File: src/rtl/alu_md_pkg.sv
// Shared codes for the EX-stage ALU control and the mult/div sequencer:
// ALU control codes, funct/ALUop encodings, HI/LO select and FSM states.
package alu_md_pkg;

   localparam logic [3:0] ALU_AND  = 4'b0000;
   localparam logic [3:0] ALU_OR   = 4'b0001;
   localparam logic [3:0] ALU_ADD  = 4'b0010;
   localparam logic [3:0] ALU_MULT = 4'b0011;
   localparam logic [3:0] ALU_DIV  = 4'b0100;
   localparam logic [3:0] ALU_SLL  = 4'b0101;
   localparam logic [3:0] ALU_SUB  = 4'b0110;
   localparam logic [3:0] ALU_SLT  = 4'b0111;
   localparam logic [3:0] ALU_XOR  = 4'b1000;
   localparam logic [3:0] ALU_NOR  = 4'b1001;
   localparam logic [3:0] ALU_SLTU = 4'b1010;
   localparam logic [3:0] ALU_SRL  = 4'b1011;
   localparam logic [3:0] ALU_SRA  = 4'b1100;
   localparam logic [3:0] ALU_ADDU = 4'b1101;
   localparam logic [3:0] ALU_SUBU = 4'b1110;

   localparam logic [5:0] F_SLL   = 6'b000000;
   localparam logic [5:0] F_SRL   = 6'b000010;
   localparam logic [5:0] F_SRA   = 6'b000011;
   localparam logic [5:0] F_MFHI  = 6'b010000;
   localparam logic [5:0] F_MFLO  = 6'b010010;
   localparam logic [5:0] F_MULT  = 6'b011000;
   localparam logic [5:0] F_MULTU = 6'b011001;
   localparam logic [5:0] F_DIV   = 6'b011010;
   localparam logic [5:0] F_DIVU  = 6'b011011;
   localparam logic [5:0] F_ADD   = 6'b100000;
   localparam logic [5:0] F_ADDU  = 6'b100001;
   localparam logic [5:0] F_SUB   = 6'b100010;
   localparam logic [5:0] F_SUBU  = 6'b100011;
   localparam logic [5:0] F_AND   = 6'b100100;
   localparam logic [5:0] F_OR    = 6'b100101;
   localparam logic [5:0] F_XOR   = 6'b100110;
   localparam logic [5:0] F_NOR   = 6'b100111;
   localparam logic [5:0] F_SLT   = 6'b101010;
   localparam logic [5:0] F_SLTU  = 6'b101011;

   localparam logic [1:0] ALUOP_LDST = 2'b00;
   localparam logic [1:0] ALUOP_BR   = 2'b01;
   localparam logic [1:0] ALUOP_R    = 2'b10;
   localparam logic [1:0] ALUOP_RSV  = 2'b11;

   localparam logic [1:0] HILO_ALU = 2'b00;
   localparam logic [1:0] HILO_HI  = 2'b01;
   localparam logic [1:0] HILO_LO  = 2'b10;

   typedef enum logic [1:0] {IDLE, CALC, FIX} md_state_t;

   function automatic logic is_md_func(input logic [5:0] f);
      return f inside {F_MULT, F_MULTU, F_DIV, F_DIVU};
   endfunction

   function automatic logic is_hilo_func(input logic [5:0] f);
      return f inside {F_MFHI, F_MFLO};
   endfunction

endpackage

File: src/rtl/alu_md_control_if.sv
// Pipeline-facing bundle of the ALU control / mult-div block.
// master = EX pipeline stage, slave = alu_md_control.
interface alu_md_control_if #(
   parameter int DATA_W = 32,
   parameter int CTRL_W = 4
);
   logic              valid_in;
   logic [1:0]        ALUop;
   logic [5:0]        func;
   logic [DATA_W-1:0] rs_val;
   logic [DATA_W-1:0] rt_val;
   logic [CTRL_W-1:0] ALU_Control;
   logic [1:0]        hilo_sel;
   logic              illegal_op;
   logic              stall;
   logic              busy;
   logic              md_done;
   logic [DATA_W-1:0] hi;
   logic [DATA_W-1:0] lo;

   modport master (
      output valid_in, ALUop, func, rs_val, rt_val,
      input  ALU_Control, hilo_sel, illegal_op, stall, busy, md_done, hi, lo
   );

   modport slave (
      input  valid_in, ALUop, func, rs_val, rt_val,
      output ALU_Control, hilo_sel, illegal_op, stall, busy, md_done, hi, lo
   );
endinterface

File: src/rtl/alu_md_control_core.sv
// One radix-2 iteration per cycle on unsigned magnitudes: shift-add multiply
// or restoring shift-subtract divide, plus the iteration counter.
module md_iter_core #(
   parameter int DATA_W = 32,
   parameter int CNT_W  = 6
) (
   input  logic              clk,
   input  logic              rst,
   input  logic              i_load,
   input  logic              i_step,
   input  logic              i_is_div,
   input  logic [DATA_W-1:0] i_a,
   input  logic [DATA_W-1:0] i_b,
   output logic [DATA_W-1:0] o_acc,
   output logic [DATA_W-1:0] o_q,
   output logic [CNT_W-1:0]  o_cnt
);
   logic [DATA_W-1:0] r_acc;
   logic [DATA_W-1:0] r_q;
   logic [DATA_W-1:0] r_b;
   logic              r_is_div;
   logic [CNT_W-1:0]  r_cnt;

   logic [DATA_W:0]   w_sum;
   logic [DATA_W:0]   w_shift;
   logic [DATA_W+1:0] w_diff;

   // {r_acc,r_q} is the product (mult) or {remainder,quotient} (div).
   assign w_sum   = {1'b0, r_acc} + (r_q[0] ? {1'b0, r_b} : '0);
   assign w_shift = {r_acc, r_q[DATA_W-1]};
   assign w_diff  = {1'b0, w_shift} - {2'b00, r_b};

   always_ff @(posedge clk or posedge rst) begin
      if (rst) begin
         r_acc    <= '0;
         r_q      <= '0;
         r_b      <= '0;
         r_is_div <= 1'b0;
         r_cnt    <= '0;
      end else if (i_load) begin
         r_acc    <= '0;
         r_q      <= i_a;
         r_b      <= i_b;
         r_is_div <= i_is_div;
         r_cnt    <= CNT_W'(DATA_W);
      end else if (i_step) begin
         r_cnt <= r_cnt - CNT_W'(1);
         if (r_is_div) begin
            if (w_diff[DATA_W+1:DATA_W] == 2'b00) begin
               r_acc <= w_diff[DATA_W-1:0];
               r_q   <= {r_q[DATA_W-2:0], 1'b1};
            end else begin
               r_acc <= w_shift[DATA_W-1:0];
               r_q   <= {r_q[DATA_W-2:0], 1'b0};
            end
         end else begin
            r_acc <= w_sum[DATA_W:1];
            r_q   <= {w_sum[0], r_q[DATA_W-1:1]};
         end
      end
   end

   assign o_acc = r_acc;
   assign o_q   = r_q;
   assign o_cnt = r_cnt;
endmodule

File: src/rtl/alu_md_control.sv
// EX-stage ALU control decode plus the HI/LO-owning mult/div sequencer
// (sign handling, FSM, stall generation).
module alu_md_control #(
   parameter int DATA_W = 32,
   parameter int CTRL_W = 4
) (
   input  logic            clk,
   input  logic            rst,
   alu_md_control_if.slave bus
);
   import alu_md_pkg::*;

   localparam int CNT_W = $clog2(DATA_W + 1);

   md_state_t         r_state;
   logic              r_busy, r_md_done, r_is_div, r_div0, r_neg_q, r_neg_r;
   logic [DATA_W-1:0] r_hi, r_lo, r_rs_raw;

   logic [3:0]          w_ctrl;
   logic [1:0]          w_sel;
   logic                w_illegal, w_rtype, w_md_op, w_hilo_rd, w_accept, w_step;
   logic                w_signed, w_is_div, w_a_neg, w_b_neg, w_div0;
   logic [DATA_W-1:0]   w_a_mag, w_b_mag, w_acc, w_q, w_quo, w_rem;
   logic [2*DATA_W-1:0] w_prod;
   logic [CNT_W-1:0]    w_cnt;

   always_comb begin
      w_ctrl    = ALU_AND;
      w_sel     = HILO_ALU;
      w_illegal = 1'b0;
      unique case (bus.ALUop)
         ALUOP_LDST: w_ctrl = ALU_ADD;
         ALUOP_BR:   w_ctrl = ALU_SUB;
         ALUOP_RSV:  w_ctrl = ALU_AND;
         ALUOP_R: begin
            case (bus.func)
               F_ADD:           w_ctrl = ALU_ADD;
               F_ADDU:          w_ctrl = ALU_ADDU;
               F_SUB:           w_ctrl = ALU_SUB;
               F_SUBU:          w_ctrl = ALU_SUBU;
               F_AND:           w_ctrl = ALU_AND;
               F_OR:            w_ctrl = ALU_OR;
               F_XOR:           w_ctrl = ALU_XOR;
               F_NOR:           w_ctrl = ALU_NOR;
               F_SLT:           w_ctrl = ALU_SLT;
               F_SLTU:          w_ctrl = ALU_SLTU;
               F_SLL:           w_ctrl = ALU_SLL;
               F_SRL:           w_ctrl = ALU_SRL;
               F_SRA:           w_ctrl = ALU_SRA;
               F_MULT, F_MULTU: w_ctrl = ALU_MULT;
               F_DIV, F_DIVU:   w_ctrl = ALU_DIV;
               F_MFHI:          w_sel  = HILO_HI;
               F_MFLO:          w_sel  = HILO_LO;
               default:         w_illegal = bus.valid_in;
            endcase
         end
         default: w_ctrl = ALU_AND;
      endcase
   end

   assign w_rtype   = (bus.ALUop == ALUOP_R);
   assign w_md_op   = bus.valid_in & w_rtype & is_md_func(bus.func);
   assign w_hilo_rd = bus.valid_in & w_rtype & is_hilo_func(bus.func);

   // Unsigned variants have funct bit 0 set; divides have funct bit 1 set.
   assign w_signed = ~bus.func[0];
   assign w_is_div = bus.func[1];
   assign w_a_neg  = w_signed & bus.rs_val[DATA_W-1];
   assign w_b_neg  = w_signed & bus.rt_val[DATA_W-1];
   assign w_a_mag  = w_a_neg ? -bus.rs_val : bus.rs_val;
   assign w_b_mag  = w_b_neg ? -bus.rt_val : bus.rt_val;
   assign w_div0   = w_is_div & (bus.rt_val == '0);

   // FIX is the last busy cycle, so a waiting md_op is taken on the FIX edge.
   assign w_accept = w_md_op & ((r_state == IDLE) | (r_state == FIX));
   assign w_step   = (r_state == CALC);

   md_iter_core #(.DATA_W(DATA_W), .CNT_W(CNT_W)) u_core (
      .clk      (clk),
      .rst      (rst),
      .i_load   (w_accept),
      .i_step   (w_step),
      .i_is_div (w_is_div),
      .i_a      (w_a_mag),
      .i_b      (w_b_mag),
      .o_acc    (w_acc),
      .o_q      (w_q),
      .o_cnt    (w_cnt)
   );

   assign w_prod = r_neg_q ? -{w_acc, w_q} : {w_acc, w_q};
   assign w_quo  = r_neg_q ? -w_q : w_q;
   assign w_rem  = r_neg_r ? -w_acc : w_acc;

   always_ff @(posedge clk or posedge rst) begin
      if (rst) begin
         r_state   <= IDLE;
         r_busy    <= 1'b0;
         r_md_done <= 1'b0;
         r_is_div  <= 1'b0;
         r_div0    <= 1'b0;
         r_neg_q   <= 1'b0;
         r_neg_r   <= 1'b0;
         r_hi      <= '0;
         r_lo      <= '0;
         r_rs_raw  <= '0;
      end else begin
         r_md_done <= 1'b0;
         unique case (r_state)
            IDLE: begin
            end
            CALC: if (w_cnt == CNT_W'(1)) r_state <= FIX;
            FIX: begin
               r_md_done <= 1'b1;
               r_state   <= IDLE;
               r_busy    <= 1'b0;
               if (r_div0) begin
                  r_hi <= r_rs_raw;
                  r_lo <= '1;
               end else if (r_is_div) begin
                  r_hi <= w_rem;
                  r_lo <= w_quo;
               end else begin
                  {r_hi, r_lo} <= w_prod;
               end
            end
            default: r_state <= IDLE;
         endcase
         // Placed after the case so an accept overrides FIX's return to IDLE.
         if (w_accept) begin
            r_state  <= w_div0 ? FIX : CALC;
            r_busy   <= 1'b1;
            r_is_div <= w_is_div;
            r_div0   <= w_div0;
            r_neg_q  <= w_a_neg ^ w_b_neg;
            r_neg_r  <= w_a_neg;
            r_rs_raw <= bus.rs_val;
         end
      end
   end

   assign bus.ALU_Control = CTRL_W'(w_ctrl);
   assign bus.hilo_sel    = w_sel;
   assign bus.illegal_op  = w_illegal;
   assign bus.stall       = r_busy & (w_hilo_rd | (w_md_op & (r_state != FIX)));
   assign bus.busy        = r_busy;
   assign bus.md_done     = r_md_done;
   assign bus.hi          = r_hi;
   assign bus.lo          = r_lo;
endmodule

File: src/flat_wrapper.sv
// flat-port wrapper written by rule: the top's interface ports become plain ports
module alu_md_control_flat import alu_md_pkg::*;
#(
   parameter int DATA_W = 32,
   parameter int CTRL_W = 4
)
  (clk, rst, bus_valid_in, bus_ALUop, bus_func, bus_rs_val, bus_rt_val, bus_ALU_Control, bus_hilo_sel, bus_illegal_op, bus_stall, bus_busy, bus_md_done, bus_hi, bus_lo);
  alu_md_control_if #(.DATA_W(DATA_W), .CTRL_W(CTRL_W)) bus_i ();
  input  logic clk;
  input  logic rst;
  input wire logic [$bits(bus_i.valid_in)-1:0] bus_valid_in;
  input wire logic [$bits(bus_i.ALUop)-1:0] bus_ALUop;
  input wire logic [$bits(bus_i.func)-1:0] bus_func;
  input wire logic [$bits(bus_i.rs_val)-1:0] bus_rs_val;
  input wire logic [$bits(bus_i.rt_val)-1:0] bus_rt_val;
  output wire logic [$bits(bus_i.ALU_Control)-1:0] bus_ALU_Control;
  output wire logic [$bits(bus_i.hilo_sel)-1:0] bus_hilo_sel;
  output wire logic [$bits(bus_i.illegal_op)-1:0] bus_illegal_op;
  output wire logic [$bits(bus_i.stall)-1:0] bus_stall;
  output wire logic [$bits(bus_i.busy)-1:0] bus_busy;
  output wire logic [$bits(bus_i.md_done)-1:0] bus_md_done;
  output wire logic [$bits(bus_i.hi)-1:0] bus_hi;
  output wire logic [$bits(bus_i.lo)-1:0] bus_lo;
  assign bus_i.valid_in = bus_valid_in;
  assign bus_i.ALUop = bus_ALUop;
  assign bus_i.func = bus_func;
  assign bus_i.rs_val = bus_rs_val;
  assign bus_i.rt_val = bus_rt_val;
  assign bus_ALU_Control = bus_i.ALU_Control;
  assign bus_hilo_sel = bus_i.hilo_sel;
  assign bus_illegal_op = bus_i.illegal_op;
  assign bus_stall = bus_i.stall;
  assign bus_busy = bus_i.busy;
  assign bus_md_done = bus_i.md_done;
  assign bus_hi = bus_i.hi;
  assign bus_lo = bus_i.lo;
  alu_md_control #(.DATA_W(DATA_W), .CTRL_W(CTRL_W)) u_core (.clk(clk), .rst(rst), .bus(bus_i));
endmodule
File: config.mk
export PLATFORM = sky130hd
export DESIGN_NAME = alu_md_control_flat
export DESIGN_NICKNAME = d
export VERILOG_FILES = /design/src/rtl/alu_md_pkg.sv /design/src/rtl/alu_md_control_if.sv /design/src/rtl/alu_md_control_core.sv /design/src/rtl/alu_md_control.sv /design/src/flat_wrapper.sv
export SDC_FILE = /design/constraint.sdc
export NUM_CORES = 1
export LEC_CHECK = 0
export CAP_MARGIN = 10
export CELL_PAD_IN_SITES_DETAIL_PLACEMENT = 0
export CELL_PAD_IN_SITES_GLOBAL_PLACEMENT = 1
export CORE_MARGIN = 2
export CORE_UTILIZATION = 28
export CTS_BUF_LIST = sky130_fd_sc_hd__clkbuf_8
export DETAILED_ROUTE_END_ITERATION = 8
export PLACE_DENSITY_LB_ADDON = 0.25
export SLEW_MARGIN = 40
export SYNTH_ARGS = -nofsm -noshare
export SYNTH_HDL_FRONTEND = slang
export SYNTH_SLANG_ARGS = --single-unit
File: constraint.sdc
create_clock -name clk -period 14.75 [get_ports clk]
set_input_delay 2.2125 -clock clk [delete_from_list [all_inputs] [get_ports clk]]
set_output_delay 2.2125 -clock clk [all_outputs]
set_load 0.02 [all_outputs]
Word-level counts from Yosys, hierarchy flattened
Index checks and enable logic that the tools add are counted.

operators by class
  equal/unequal tests = 27
  bitwise operators = 13
  reductions and logical operators = 13
  multiplexer cells = 33
  add/subtract/negate cells = 8

operator list
  cell                                                                number
  32-bit two-way mux                                                  16
  32-bit negation                                                     4
  64-bit two-way mux                                                  1
  64-bit negation                                                     1
  6-bit == test, second input constant                                10
  4-bit one-hot mux with 14 select lines                              1
  6-bit by 5-bit == test with 1-bit output, second input constant     6
  33-bit by 32-bit subtractor with 34-bit output                      1
  32-bit by 33-bit adder with 33-bit output                           1
  32-bit logical NOT                                                  1
  19-bit OR reduction                                                 1
  4-bit one-hot mux with 4 select lines                               1
  6-bit by 2-bit == test with 1-bit output, second input constant     2
  6-bit two-way mux                                                   2
  1-bit bitwise AND                                                   9
  2-bit two-way mux                                                   4
  2-bit one-hot mux with 2 select lines                               2
  2-bit == test, second input constant                                3
  6-bit by 1-bit == test with 1-bit output, second input constant     1
  2-bit logical NOT                                                   3
  6-bit logical NOT                                                   1
  1-bit two-way mux                                                   6
  2-bit nonzero test                                                  3
  6-bit by 1-bit subtractor with 6-bit output, second input constant  1
  9 further kinds                                                     13

storage, ports and cells
  bits in registers = 206

Logic depth before layout (Yosys ltp)
  word-level depth = 6
  gate-level depth with buffers = 15
  gate-level depth less buffers = 13

Modules after synthesis
From an unflattened synthesis, not the netlist that was laid out.

unflattened totals
  cells, all modules = 2051
  area, all modules = 16256.8 um^2

modules (own cells, without submodules)
  module          area each (um^2)  cells each  times used  sequential area each (um^2)
  md_iter_core    8720.9            1093        1           2577.5
  alu_md_control  7536.0            958         1           2602.5

Worst setup path before layout
OpenSTA, ideal clock, no wires.

  kind = input to output
  start = in bus_func[0]
  end = out bus_ALU_Control[3]
  stages on the path = 6
  data required time = 12.538 ns
  arrival = 4.212 ns
  path slack = 8.325 ns
  cells stage by stage = clkbuf_1 -> buf_1 -> mux2i_1 -> o21ai_0 -> mux2i_1 -> a2111oi_0

on the way
  cells in the longest elaborated chain, start to end = 4
  elaborated cells between the ends (all ways) = 20
  classes of those cells = eq/ne: 15; mux: 2; reduce/logical: 3

RTL lines
  what                                        RTL line              text
  start, declared                             flat_wrapper.sv:13    input wire logic [$bits(bus_i.func)-1:0] bus_func;
  6-bit by 5-bit == test with 1-bit output    alu_md_control.sv:36  case (bus.func)
  2-bit OR reduction                          -
  4-bit one-hot mux with 14 select lines (*)  alu_md_control.sv:36
  4-bit one-hot mux with 4 select lines (*)   alu_md_control.sv:31  unique case (bus.ALUop)
  end, declared                               flat_wrapper.sv:16    output wire logic [$bits(bus_i.ALU_Control)-1:0] bus_ALU_Control;

Every way passes the cells marked *; elsewhere a longest branch is shown, timed or not.

Final worst setup path
  start = in bus_func[1]
  end = out bus_ALU_Control[3]

The elaborated chain is that of the path after synthesis.

==> out/qor_table.md <==
| Parameter | This run |
| --- | --- |
| Post-synth cell types | 66 |
| Signal arrival time at the worst endpoint | 4.83 ns |
| Count of input and output buffers | 148 |
| Slowest CP cell | sky130_fd_sc_hd__clkdlybuf4s50_1 |
| Max incr delay on CP | 0.70 ns |
| Vias | 14700 |
| Initial antenna violation count | 0 |
| Maximum level of the CTS H-tree | 2 |
| Global-route usage over all layers | 0.196 |
| Post-route cell area | 0.0186 sq mm |
| Number of buffers inserted for hold repair after clock tree synthesis | 0 |
| Number of max-slew violations in the final report | 0 |
| Total power per unit cell area | 181 mW/mm^2 |
| Drt wl/cell | 20.1 microns |
| Maximum VDD drop | 0.0000629 V |
| Total placed instance area | 0.0178 sq mm |
| Global-route wire length before repair | 87.6 mm |
| Most instantiated flip-flop cell in the synthesis netlist | sky130_fd_sc_hd__dfrtp_1 |
| Clock tree from TritonCTS | built |
| Cells resized by post-CTS repair | 0 |
| NumNets Final | 2190 |
| Routability Congestion | 0.897 |
| Post-synthesis cell area | 0.0155 sq mm |
| I/O pin cnt | 149 |
| Setup repair after global routing missed its margin | no |
| Largest buffer count on any clock path | 3 |
| Max-cap violations | 0 |
| Effective utilization at floorplan | 0.282 |
| Share of synthesized area occupied by flip-flops and latches | 0.332 |
| Result of the run | completed |
| Number of synthesis warnings | 0 |
| Final cell utilization of the core | 0.339 |
| Remaining DRCs | 0 |
| Detailed placer's ending HPWL | 42.4 mm |
| Hold violation total from the final report | 0 |
| Top cell by count, worst path | sky130_fd_sc_hd__clkdlybuf4s50_1 |
| Clock Tree Root | sky130_fd_sc_hd__clkbuf_8 |
| Post-Route WL | 56.8 mm |
| Max_slew headroom | 0.408 |
| Number of DRC violations after detailed-routing iteration 0 | 904 |
| Mapped Nets | 2091 |
| Layout area overhead | 20.0% |
| Clock tree skew after final layout | 0.0275 ns |
| Area enclosed by the die boundary | 0.0573 sq mm |
| Slew of the pin with the lowest slew margin | 0.879 ns |
| Number of detailed-route iterations in the first pass | 5 |
| Placement row count | 86 |
| P_leak | 7.85 nW |
| Largest net degree at the start of global routing | 137 |
| Post-CTS Repair Setup Buffers | 0 |
| Shortest clock period the worst path allows after layout | 7.04 ns |
| CP Launch Type | input pin |
| Final setup TNS | 0 ns |
| Startpoint-to-endpoint class of the critical path | in2out |
| Global route total overflow | 0 |
| Proportion of synthesized flip-flops having asynchronous set or reset | 1.00 |
| Core Footprint | 0.0550 sq mm |
| Total instance count after detailed placement | 2746 |
| F_max | 0.142 GHz |
| Maximum fanout along the worst path | 11 |
| Clock-pin slew reported for the worst setup and hold paths after clock tree synthesis | 0.06 ns |
| Type of the worst min-delay path | reg2reg |
| Height of the die | 239 microns |
| Number of enable flip-flop cells after synthesis | 0 |
| Number of cells produced by synthesis | 1944 |
| Layout Cells excl Fill | 2822 |
| Number of buffers created by CTS | 43 |
| Floorplan die width | 239 microns |
| Nature of the critical path endpoint | primary output |
| Total of endpoints with negative setup slack in the final report | 0 |
| Tcrit/Tclk final | 0.477 |
| Buffers plus inverters on the worst setup path | 3 |
| Via count of the first global-routing pass | 14600 |
| Proportion of layout cells with a drive suffix above 1 | 0.0589 |
| Worst path top cell family by delay | buffers and inverters |
| Worst EP required | 12.54 ns |
| Average size of a mapped cell | 7.99 sq um |
| Vias per Instance | 5.22 |
| Worst-skew pair later-pin latency | 0.62 ns |
| List of cells traversed by the critical path | clkdlybuf4s50_1 -> inv_1 -> a211oi_1 -> a21oi_1 -> o21ai_0 -> nand2_1 -> a2111oi_0 -> clkdlybuf4s50_1 |
| Yosys reg bits | 206 |
| Clock Sinks | 206 |
| Remaining number of nets flagged by the antenna check after routing | 0 |
-- cells in the final DEF (no fill, tap or decap), drive strengths merged, types with 29 or more instances in the layout --
| master | count |
|---|---|
| dfrtp | 206 |
| nor2 | 174 |
| a21o | 29 |
| o21ai | 175 |
| a22oi | 30 |
| ha | 70 |
| clkdlybuf4s50 | 148 |
| nand3 | 42 |
| clkbuf | 51 |
| inv | 96 |
| nor3 | 53 |
| xor2 | 80 |
| nand2 | 258 |
| a21oi | 164 |
| mux2i | 66 |
| xnor2 | 74 |
-- area by class of cell --
type	count	area, sq um
fillers	5897	36400
multi-input cells	1544	9690
flip-flops and latches	206	5160
repair buffers	168	1660
well taps	748	936
clock buffers	51	702
inverters	80	317
clock inverters	24	164
diodes	1	2.50
-- synthesized netlist by cell type, types with 12 or more instances --
master / n / area, sq um
sky130_fd_sc_hd__a211oi_1: 15 / 113
sky130_fd_sc_hd__a21o_1: 29 / 218
sky130_fd_sc_hd__a21oi_1: 164 / 821
sky130_fd_sc_hd__a22oi_1: 30 / 225
sky130_fd_sc_hd__a31oi_1: 19 / 119
sky130_fd_sc_hd__and3_1: 19 / 119
sky130_fd_sc_hd__buf_1: 13 / 48.8
sky130_fd_sc_hd__clkbuf_1: 97 / 364
sky130_fd_sc_hd__dfrtp_1: 206 / 5150
sky130_fd_sc_hd__ha_1: 70 / 876
sky130_fd_sc_hd__inv_1: 80 / 300
sky130_fd_sc_hd__mux2i_1: 66 / 661
sky130_fd_sc_hd__nand2_1: 258 / 968
sky130_fd_sc_hd__nand2b_1: 14 / 87.6
sky130_fd_sc_hd__nand3_1: 42 / 210
sky130_fd_sc_hd__nor2_1: 174 / 653
sky130_fd_sc_hd__nor2b_1: 16 / 100
sky130_fd_sc_hd__nor3_1: 53 / 265
sky130_fd_sc_hd__nor4_1: 12 / 75.1
sky130_fd_sc_hd__o211ai_1: 23 / 173
sky130_fd_sc_hd__o21ai_0: 173 / 866
sky130_fd_sc_hd__o21bai_1: 12 / 90.1
sky130_fd_sc_hd__o31ai_1: 26 / 195
sky130_fd_sc_hd__o41ai_1: 13 / 114
sky130_fd_sc_hd__or3_1: 16 / 100
sky130_fd_sc_hd__xnor2_1: 74 / 648
sky130_fd_sc_hd__xor2_1: 80 / 701
-- worst min-delay path, cell delays in order, from the launching register on --
cell                      delay, ns
sky130_fd_sc_hd__dfrtp_1       0.34
sky130_fd_sc_hd__nand2_1       0.05
sky130_fd_sc_hd__nand2_1       0.05
-- metal layers --
layer	vias to the layer above	share of wire	wire, microns	global-route usage
li1	7154	-	-	-
met1	7174	0.46	26100	0.261
met2	312	0.48	27100	0.331
met3	85	0.037	2100	0.0249
met4	0	0.027	1550	0.0629
met5	-	0	0	0
-- final timing paths --
| kind | cells past startpoint | slack (ns) | startpoint | end |
|---|---|---|---|---|
| max in group asynchronous | 3 | 11.35 | rst | u_core.u_core.r_is_div |
| worst max register to register | 14 | 10.12 | u_core.u_core.o_q[31] | u_core.u_core.o_acc[0] |
| worst min-delay path | 2 | 0.47 | u_core.bus.lo[0] | u_core.bus.lo[0] |
| worst min register to register | 2 | 0.47 | u_core.bus.lo[0] | u_core.bus.lo[0] |
| worst max-delay path | 8 | 7.71 | bus_func[1] | bus_ALU_Control[3] |
| min in group asynchronous | 2 | 2.15 | rst | u_core.bus.lo[11] |
-- flip-flops by register name, summed over array words and instances, names as in the netlist, 2 cells and up --
name,count
u_core.u_core.o_q,32
u_core.r_state,2
u_core.u_core.o_acc,32
u_core.r_rs_raw,32
u_core.bus.hi,32
u_core.u_core.r_b,32
u_core.bus.lo,32
u_core.u_core.o_cnt,6
-- power breakdown --
group / internal [mW] / switching [mW] / total [mW]
clock network: 0.348 / 0.287 / 0.635
logic: 0.726 / 1.03 / 1.76
registers: 0.716 / 0.255 / 0.971
-- per-stage QoR --
step | worst slack (ns) | power, mW | hold WS (ns)
after floorplan | 6.91 | 2.14 | 0.438
after global placement | 7.71 | 2.71 | 0.457
after detailed placement | 7.70 | 2.73 | 0.460
after CTS | 7.70 | 3.38 | 0.476
after global routing | 7.42 | 3.63 | 0.496
final | 7.71 | 3.37 | 0.472
-- logic make-up (layout without fill, tap and decap cells) --
family / after synthesis / after routing / share of synthesized area
xor gates and xnor gates: 154 / 154 / 0.0869
adders and majority gates: 72 / 72 / 0.0590
AOI/OAI and AO/OA: 584 / 584 / 0.233
muxes: 72 / 72 / 0.0469
other: 0 / 1 / 0
buffers and inverters: 194 / 323 / 0.0472
and+or+nand+nor: 662 / 662 / 0.195
DFF: 206 / 206 / 0.332
Power figures use the tool's default switching activity.
